### src/rtl/primitive_assembler_if.sv
// Decode-side strobes in, rasterizer vertex stream out (valid/ready), plus status.
interface primitive_assembler_if #(
  parameter int CNT_W = 5
);
  logic             VertexValid;
  logic [31:0]      Vertex;
  logic             StartPrimitive;
  logic [3:0]       PrimitiveType;
  logic             EndPrimitive;
  logic             Draw;
  logic             OutValid;
  logic             OutReady;
  logic [31:0]      OutVertex;
  logic [3:0]       OutType;
  logic             OutFirst;
  logic             OutLast;
  logic             Busy;
  logic             Done;
  logic [CNT_W-1:0] VertexCount;
  logic             Error;

  modport master (
    output VertexValid, Vertex, StartPrimitive, PrimitiveType, EndPrimitive, Draw, OutReady,
    input  OutValid, OutVertex, OutType, OutFirst, OutLast, Busy, Done, VertexCount, Error
  );

  modport slave (
    input  VertexValid, Vertex, StartPrimitive, PrimitiveType, EndPrimitive, Draw, OutReady,
    output OutValid, OutVertex, OutType, OutFirst, OutLast, Busy, Done, VertexCount, Error
  );
endinterface

### src/rtl/primitive_assembler.sv
// Buffers one primitive's vertices and on Draw streams complete point/line/triangle groups.
// First beat one cycle after Draw, then one vertex per cycle; OutReady low holds the current beat.
module primitive_assembler #(
  parameter int DEPTH = 16,
  parameter int CNT_W = 5
) (
  input  logic                 CLK,
  input  logic                 RESET,
  primitive_assembler_if.slave io
);
  localparam int IDX_W = $clog2(DEPTH);

  typedef enum logic [1:0] {S_IDLE, S_COLLECT, S_CLOSED, S_EMIT} state_t;

  state_t           state_q, state_d;
  logic [CNT_W-1:0] count_q, count_d;
  logic [CNT_W-1:0] rd_idx_q, rd_idx_d;
  logic [1:0]       phase_q, phase_d;
  logic [3:0]       type_q, type_d;
  logic             done_q, done_d;
  logic             error_q, error_d;

  logic [31:0]      vbuf [DEPTH];
  logic             wr_en;

  logic             type_ok;
  logic [1:0]       grp_size;
  logic [CNT_W-1:0] remaining;
  logic             emit_end;
  logic             out_vld;
  logic             last_in_grp;

  assign type_ok     = (io.PrimitiveType < 4'd3);
  assign grp_size    = (type_q == 4'd0) ? 2'd1 : (type_q == 4'd1) ? 2'd2 : 2'd3;
  assign remaining   = count_q - rd_idx_q;
  // Only a group boundary may end emission, so partial trailing groups never start.
  assign emit_end    = (phase_q == 2'd0) && (remaining < {{(CNT_W-2){1'b0}}, grp_size});
  assign out_vld     = (state_q == S_EMIT) && !emit_end;
  assign last_in_grp = (phase_q == grp_size - 2'd1);

  always_comb begin
    state_d  = state_q;
    count_d  = count_q;
    rd_idx_d = rd_idx_q;
    phase_d  = phase_q;
    type_d   = type_q;
    done_d   = 1'b0;
    error_d  = error_q;
    wr_en    = 1'b0;

    if (state_q != S_EMIT && io.StartPrimitive) begin
      // A restart mid-collect is a protocol slip; replacing a closed primitive is not.
      if (state_q == S_COLLECT || !type_ok) error_d = 1'b1;
      count_d = '0;
      if (type_ok) begin
        type_d  = io.PrimitiveType;
        state_d = S_COLLECT;
      end else begin
        state_d = S_IDLE;
      end
    end else begin
      case (state_q)
        S_IDLE: begin
          if (io.VertexValid || io.EndPrimitive || io.Draw) error_d = 1'b1;
        end
        S_COLLECT: begin
          if (io.VertexValid) begin
            if (count_q == CNT_W'(DEPTH)) begin
              error_d = 1'b1;
            end else begin
              wr_en   = 1'b1;
              count_d = count_q + 1'b1;
            end
          end
          if (io.EndPrimitive) state_d = S_CLOSED;
          if (io.Draw) error_d = 1'b1;
        end
        S_CLOSED: begin
          if (io.Draw) begin
            rd_idx_d = '0;
            phase_d  = 2'd0;
            state_d  = S_EMIT;
          end
          if (io.VertexValid || io.EndPrimitive) error_d = 1'b1;
        end
        S_EMIT: begin
          if (emit_end) begin
            state_d = S_IDLE;
            done_d  = 1'b1;
            count_d = '0;
          end else if (io.OutReady) begin
            rd_idx_d = rd_idx_q + 1'b1;
            phase_d  = last_in_grp ? 2'd0 : phase_q + 2'd1;
          end
        end
        default: state_d = S_IDLE;
      endcase
    end
  end

  always_ff @(posedge CLK or posedge RESET) begin
    if (RESET) begin
      state_q  <= S_IDLE;
      count_q  <= '0;
      rd_idx_q <= '0;
      phase_q  <= 2'd0;
      type_q   <= 4'd0;
      done_q   <= 1'b0;
      error_q  <= 1'b0;
    end else begin
      state_q  <= state_d;
      count_q  <= count_d;
      rd_idx_q <= rd_idx_d;
      phase_q  <= phase_d;
      type_q   <= type_d;
      done_q   <= done_d;
      error_q  <= error_d;
    end
  end

  always_ff @(posedge CLK) begin
    if (wr_en) vbuf[count_q[IDX_W-1:0]] <= io.Vertex;
  end

  assign io.OutValid    = out_vld;
  assign io.OutVertex   = out_vld ? vbuf[rd_idx_q[IDX_W-1:0]] : 32'd0;
  assign io.OutFirst    = out_vld && (phase_q == 2'd0);
  assign io.OutLast     = out_vld && last_in_grp;
  assign io.OutType     = type_q;
  assign io.Busy        = (state_q == S_EMIT);
  assign io.Done        = done_q;
  assign io.VertexCount = count_q;
  assign io.Error       = error_q;
endmodule

### src/flat_wrapper.sv
// flat-port wrapper written by rule: the top's interface ports become plain ports
module primitive_assembler_flat 
#(
  parameter int DEPTH = 16,
  parameter int CNT_W = 5
)
  (CLK, RESET, io_VertexValid, io_Vertex, io_StartPrimitive, io_PrimitiveType, io_EndPrimitive, io_Draw, io_OutReady, io_OutValid, io_OutVertex, io_OutType, io_OutFirst, io_OutLast, io_Busy, io_Done, io_VertexCount, io_Error);
  primitive_assembler_if #(.CNT_W(CNT_W)) io_i ();
  input  logic CLK;
  input  logic RESET;
  input wire logic [$bits(io_i.VertexValid)-1:0] io_VertexValid;
  input wire logic [$bits(io_i.Vertex)-1:0] io_Vertex;
  input wire logic [$bits(io_i.StartPrimitive)-1:0] io_StartPrimitive;
  input wire logic [$bits(io_i.PrimitiveType)-1:0] io_PrimitiveType;
  input wire logic [$bits(io_i.EndPrimitive)-1:0] io_EndPrimitive;
  input wire logic [$bits(io_i.Draw)-1:0] io_Draw;
  input wire logic [$bits(io_i.OutReady)-1:0] io_OutReady;
  output wire logic [$bits(io_i.OutValid)-1:0] io_OutValid;
  output wire logic [$bits(io_i.OutVertex)-1:0] io_OutVertex;
  output wire logic [$bits(io_i.OutType)-1:0] io_OutType;
  output wire logic [$bits(io_i.OutFirst)-1:0] io_OutFirst;
  output wire logic [$bits(io_i.OutLast)-1:0] io_OutLast;
  output wire logic [$bits(io_i.Busy)-1:0] io_Busy;
  output wire logic [$bits(io_i.Done)-1:0] io_Done;
  output wire logic [$bits(io_i.VertexCount)-1:0] io_VertexCount;
  output wire logic [$bits(io_i.Error)-1:0] io_Error;
  assign io_i.VertexValid = io_VertexValid;
  assign io_i.Vertex = io_Vertex;
  assign io_i.StartPrimitive = io_StartPrimitive;
  assign io_i.PrimitiveType = io_PrimitiveType;
  assign io_i.EndPrimitive = io_EndPrimitive;
  assign io_i.Draw = io_Draw;
  assign io_i.OutReady = io_OutReady;
  assign io_OutValid = io_i.OutValid;
  assign io_OutVertex = io_i.OutVertex;
  assign io_OutType = io_i.OutType;
  assign io_OutFirst = io_i.OutFirst;
  assign io_OutLast = io_i.OutLast;
  assign io_Busy = io_i.Busy;
  assign io_Done = io_i.Done;
  assign io_VertexCount = io_i.VertexCount;
  assign io_Error = io_i.Error;
  primitive_assembler #(.DEPTH(DEPTH), .CNT_W(CNT_W)) u_core (.CLK(CLK), .RESET(RESET), .io(io_i));
endmodule
### config.mk
export PLATFORM = sky130hd
export DESIGN_NAME = primitive_assembler_flat
export DESIGN_NICKNAME = d
export VERILOG_FILES = /design/src/rtl/primitive_assembler_if.sv /design/src/rtl/primitive_assembler.sv /design/src/flat_wrapper.sv
export SDC_FILE = /design/constraint.sdc
export NUM_CORES = 1
export LEC_CHECK = 0
export CAP_MARGIN = 10
export CORE_UTILIZATION = 45
export CTS_BUF_LIST = sky130_fd_sc_hd__clkbuf_2 sky130_fd_sc_hd__clkbuf_4 sky130_fd_sc_hd__clkbuf_8
export CTS_CLUSTER_SIZE = 20
export DETAILED_ROUTE_END_ITERATION = 8
export HOLD_SLACK_MARGIN = 0.02
export SYNTH_ARGS = -nofsm -noshare
export SYNTH_HDL_FRONTEND = slang
export SYNTH_SLANG_ARGS = --single-unit
### constraint.sdc
create_clock -name CLK -period 5 [get_ports CLK]
set_input_delay 0.5 -clock CLK [delete_from_list [all_inputs] [get_ports CLK]]
set_output_delay 0.5 -clock CLK [all_outputs]
set_load 0.01 [all_outputs]
### Word-level counts from Yosys, hierarchy flattened

Memories as Yosys holds them, arrays and structs flattened.
Index checks and enable logic that the tools add are counted.

* bits in registers: 20
* bits in writable memories: 512
* output and inout port bits: 47
* word-level logic and storage cells: 98
* memories: 1

Memories
* u_core.vbuf: depth 16, width 32, rd ports 1, clocked after Yosys merged registers in 0, write ports 1, RTL line primitive_assembler.sv:23 `logic [31:0] vbuf [DEPTH];`

* add/sub/neg operators: 5
* order comparisons: 2
* eq/ne operators: 20
* muxes and demuxes: 40
* bitwise gates (word level): 1
* reduce and logical (&&, ||, !) cells: 22

Operators with widths (count)
* 2-to-1 mux 5 bit: 7
* 2-to-1 mux 32 bit: 1
* one-hot mux 5 bit (2 select lines): 2
* 2-to-1 mux 1 bit: 18
* 2-to-1 mux 2 bit: 9
* inequality test 3 x 2 -> 1 bit (second input constant): 4
* adder 5 x 1 -> 5 bit (second input constant): 2
* inequality test 2 bit (second input constant): 5
* inequality test 3 x 1 -> 1 bit (second input constant): 3
* inequality test 4 x 3 -> 1 bit (second input constant): 2
* AND reduction 4 bit: 2
* nonzero test 4 bit: 2
* one-hot mux 2 bit (3 select lines): 1
* AND reduction 6 bit: 1
* == test 5 bit (second input constant): 1
* logical AND 1 bit: 5
* < comparator 5 x 2 -> 1 bit: 1
* AND reduction 5 bit: 1
* subtractor 5 bit: 1
* == test 2 bit (second input constant): 2
* == test 4 x 1 -> 1 bit (second input constant): 1
* logical NOT 2 bit: 2
* logical NOT 4 bit: 1
* < comparator 4 x 2 -> 1 bit (second input constant): 1
* 12 further kinds: 15

### Logic depth before layout (Yosys ltp)

* word-level depth: 9
* gate-level depth with buffers: 12
* mapped depth without buffers: 10

### Worst setup path after synthesis

OpenSTA, ideal clock, no wires.

* kind: flip-flop to flip-flop
* from: register u_core.count_q[1] (netlist: u_core.io.VertexCount[1])
* to: memory u_core.vbuf[3][0], enable pin
* setup time: 0.461 ns
* arrival time: 3.800 ns
* required time: 4.539 ns
* slack: 0.739 ns
* cell stages (with the launch flop): 9
* cell sequence: dfrtp_1 inv_1 ha_1 or4bb_1 a21o_1 a21oi_1 nor2_1 nand2_1 nor3_1

* word-level cells in the longest chain between the ends: 7

RTL lines
* start, declared: RTL line primitive_assembler.sv:16 `logic [CNT_W-1:0] count_q, count_d;`
* start signal, assigned: RTL line primitive_assembler.sv:112 `count_q <= count_d;`
* == test 5 bit: RTL line primitive_assembler.sv:68 `if (count_q == CNT_W'(DEPTH)) begin`
* 2-to-1 mux 1 bit: RTL line primitive_assembler.sv:68
* 2-to-1 mux 1 bit: RTL line primitive_assembler.sv:67 `if (io.VertexValid) begin`
* 2-to-1 mux 1 bit: RTL line primitive_assembler.sv:62 `case (state_q)`
* 2-to-1 mux 1 bit: RTL line primitive_assembler.sv:51 `if (state_q != S_EMIT && io.StartPrimitive) begin`
* 2-to-1 mux 1 bit: RTL line primitive_assembler.sv:122 `if (wr_en) vbuf[count_q[IDX_W-1:0]] <= io.Vertex;`
* 2-to-1 mux 1 bit (not written as such): RTL line primitive_assembler.sv:122
* end, declared: RTL line primitive_assembler.sv:23

Several ways; a longest one is shown, not always the timed one.

### Worst setup path after layout

* from: register u_core.count_q[0] (netlist: u_core.io.VertexCount[0])
* to: output port io_OutVertex[10]

* word-level cells in the longest chain between the ends: 6

RTL lines
* subtractor 5 bit: RTL line primitive_assembler.sv:35 `assign remaining = count_q - rd_idx_q;`
* < comparator 5 x 2 -> 1 bit: RTL line primitive_assembler.sv:37 `assign emit_end = (phase_q == 2'd0) && (remaining < {{(CNT_W-2){1'b0}}, grp_size});`
* logical AND 1 bit: RTL line primitive_assembler.sv:37
* logical NOT 1 bit: RTL line primitive_assembler.sv:38 `assign out_vld = (state_q == S_EMIT) && !emit_end;`
* logical AND 1 bit: RTL line primitive_assembler.sv:38
* 2-to-1 mux 32 bit: RTL line primitive_assembler.sv:126 `assign io.OutVertex = out_vld ? vbuf[rd_idx_q[IDX_W-1:0]] : 32'd0;`
* end, declared: RTL line flat_wrapper.sv:19 `output wire logic [$bits(io_i.OutVertex)-1:0] io_OutVertex;`

No other way between the ends.

==> flow_summary.json <==
{
  "hp-class": "in2async",
  "worstPathArrival_ps": 4120,
  "grt_pass1_vias": 10840,
  "dieArea_um2": 47340,
  "layout_min_cycle_time_ps": 4621,
  "fin_crit_sh_pct": 92.42,
  "cap_violations": 0,
  "final_nets": 1232,
  "ys_warn_count": 0,
  "cts_tree": "yes",
  "synth.distinct_cells": 48,
  "skew_ps": 19.12,
  "row_count": 78,
  "ys_seq_area_share_pct": 75.90,
  "worstSetupPathType": "reg2out",
  "hold_viol_final": 0,
  "power_density_nw_per_um2": 416.3,
  "cp.required_ps": 4500,
  "die_h_um": 217.6,
  "synth-edff-count": 512,
  "port_buffers": 89,
  "leakage_nw": 7.934,
  "gp_congestion": 0.7838,
  "synth_fa_ha_area_share_pct": 0.7538,
  "drv_slew": 0,
  "synth_top_family_by_area": "multiplexers",
  "syn_area_um2": 20920,
  "drive_gt1_share_pct": 25.91,
  "use_met3_pct": 4.184,
  "start_util_pct": 45.89,
  "async_flop_share_pct": 3.759,
  "clk_pin_slew_ps": 60,
  "irDropWorstVdd_uv": 322.7,
  "worstPathMaxFanout": 34,
  "io_pins": 90,
  "grt_max_degree": 105,
  "overflow": 0,
  "synth_nets": 1074,
  "hold_ws_ps": 328.7,
  "fillers": 3543,
  "syn_avg_cell_area_um2": 20.53,
  "coreArea_um2": 45580,
  "utilization_pct": 53.54,
  "cts.sinks": 532,
  "grt_use_total_pct": 20.14,
  "firstDrtPassIters": 5,
  "yosys.area.top_type": "edfxtp_1",
  "synth_xor_xnor_area_share_pct": 0.08375,
  "htree_levels": 3,
  "yosys-mux-area-fraction_pct": 15.52,
  "grt_pass1_wl_um": 68780,
  "synth-seq-cells": 532,
  "antenna_cells": 0,
  "clock_latency_ps": 640,
  "die_x_um": 217.6,
  "num_vias": 10470,
  "syn_to_final_growth_pct": 16.66,
  "yosys.area_share.simple_pct": 3.817,
  "rsz0062_at_grt": "no",
  "via_per_inst": 5.679,
  "post-dp-hpwl_um": 23920,
  "tns_ps": 0,
  "worst_pin_slew_ps": 1092,
  "antenna_found_initial": 1,
  "grt_busiest_layer": "met2",
  "numCtsBuffers": 85,
  "wl_per_cell_um": 25.11,
  "wirelength_um": 46280,
  "maxSlewHeadroom_pct": 27.19,
  "synth_area_leaders": "edfxtp_1 74%, mux4_2 14%, dfrtp_1 2.4%",
  "max_freq_mhz": 216.4,
  "met1_usage_pct": 28.24,
  "endpoint_kind": "primary output",
  "clk_path_buf_depth": 3,
  "critPathLaunchType": "register",
  "drt_iter0_markers": 959,
  "status": "completed",
  "cts_root_buf": "clkbuf_8",
  "grt.met2_usage_pct": 31.68,
  "synth_cells": 1019,
  "drc_errors": 0,
  "ant_nets": 0,
  "cts_setup_buffers": 0,
  "setup-violations-final": 0,
  "synth_top_area_share_pct": 73.51,
  "synth_compound_area_share_pct": 2.453,
  "synthFlopType": "edfxtp_1"
}
-- placed cells by master, fill, tap and decap left out, types with 5 or more instances in the layout --
cell             Yosys  final
a211oi_1            32     32
a21oi_1             11     11
and3_1              34     34
buf_4                1     35
clkbuf_4             0     24
clkbuf_8             0     88
clkdlybuf4s50_1      0     89
clkinv_1             0     25
clkinv_2             0     10
dfrtp_1             20     16
edfxtp_1           512    512
ha_1                11     11
inv_1               15     14
mux2i_1             33     33
mux4_2             128    128
nand2_1             77     77
nand2b_1             6      6
nand3_1              6      6
nor2_1              23     11
nor2_4               0     12
nor3_1               9      5
-- power breakdown --
group	leakage, nW	total, mW	internal, mW	switching [mW]
Clock	0.867	3.61	1.97	1.64
Combinational	2.20	1.41	0.640	0.767
Sequential	4.87	5.14	5.07	0.0678
Total	7.93	10.2	7.68	2.48
-- worst max-delay path: stages (launching register included) --
cell and delay [ps]:
dfrtp_1 470, inv_1 120, ha_1 230, inv_1 70, fa_1 410, ha_1 280, a2111o_1 460, o21ai_4 480
buf_12 300, a211oi_1 110, clkdlybuf4s50_1 520
-- final timing paths --
path,slack [ps],startpoint,cells past startpoint,to
min,330,RESET,2,u_core.io.VertexCount[3]$_DFFE_PP0P_
max in group asynchronous,4080,RESET,2,u_core.rd_idx_q[0]$_DFFE_PP0P_
max reg2reg,1570,u_core.io.VertexCount[1]$_DFFE_PP0P_,9,u_core.vbuf[9][26]$_DFFE_PP_
min in group CLK,490,u_core.io.Error$_DFFE_PP0P_,1,u_core.io.Error$_DFFE_PP0P_
min reg2reg,490,u_core.io.Error$_DFFE_PP0P_,1,u_core.io.Error$_DFFE_PP0P_
max,380,u_core.io.VertexCount[0]$_DFFE_PP0P_,10,io_OutVertex[10]
-- Yosys cell counts (2+ instances only) --
cell / number
o21ai_1: 3
inv_1: 15
a211oi_1: 32
and2_1: 3
buf_2: 20
nand2_1: 77
mux2i_1: 33
nand4b_1: 2
mux2_2: 3
and3_1: 34
nand2b_1: 6
o21ai_0: 4
edfxtp_1: 512
o2bb2ai_1: 3
nand3_1: 6
a21oi_1: 11
inv_2: 2
a32o_1: 2
clkbuf_1: 32
nor2_1: 23
o31ai_1: 2
nor3_1: 9
or3_1: 2
nor2b_1: 2
dfrtp_1: 20
ha_1: 11
a21o_1: 2
mux4_2: 128
-- state kept, by name (all words and copies together), names as in the netlist --
register,count
u_core.phase_q,2
u_core.io.Error,1
u_core.state_q,2
u_core.vbuf,512
u_core.rd_idx_q,5
u_core.io.Done,1
u_core.io.OutType,4
u_core.io.VertexCount,5
-- logic make-up (layout without fill, tap and decap cells) --
family,Yosys count,after routing
adders and majority gates,12,12
and+or+nand+nor,168,168
buffers and inverters,72,296
DFF,532,532
AOI/OAI and AO/OA,69,69
muxes,164,164
xor gates and xnor gates,2,2
-- metal layers --
layer	vias to the layer above	routed length, um
met2	342	21860
met3	61	3104
met5	-	7
li1	4524	-
met4	2	834
met1	5537	20470
-- area by class of cell --
cell class / count / area [um^2] / share of cell area [%]
sequential: 532 / 15890 / 65.11
multi-input combinational: 415 / 4843 / 19.85
clock buffer: 112 / 1391 / 5.702
timing repair buffer: 126 / 1201 / 4.923
tap: 600 / 750.7 / 3.077
clock inverter: 41 / 261.5 / 1.072
inverter: 17 / 63.81 / 0.2615
-- per-stage QoR --
| stage | cells | area (um^2) | worst slack (ps) | power, mW |
|---|---|---|---|---|
| detailed placement | 1690 | 22740 | 986.0 | 6.660 |
| global placement | 1690 | 22740 | 920.1 | 6.646 |
| CTS | 1843 | 24390 | 247.0 | 10.28 |
| global route | 1843 | 24400 | 23.04 | 10.58 |
| floorplan | 1019 | 20920 | 739.4 | 6.163 |
| finish | 1843 | 24400 | 379.0 | 10.16 |
-- what timing repair did --
action	in CTS	in global routing
resized for setup	0	1
hold buffers	0	0
endpoints found under the setup margin	0	1
(Power assumes the default switching activity.)
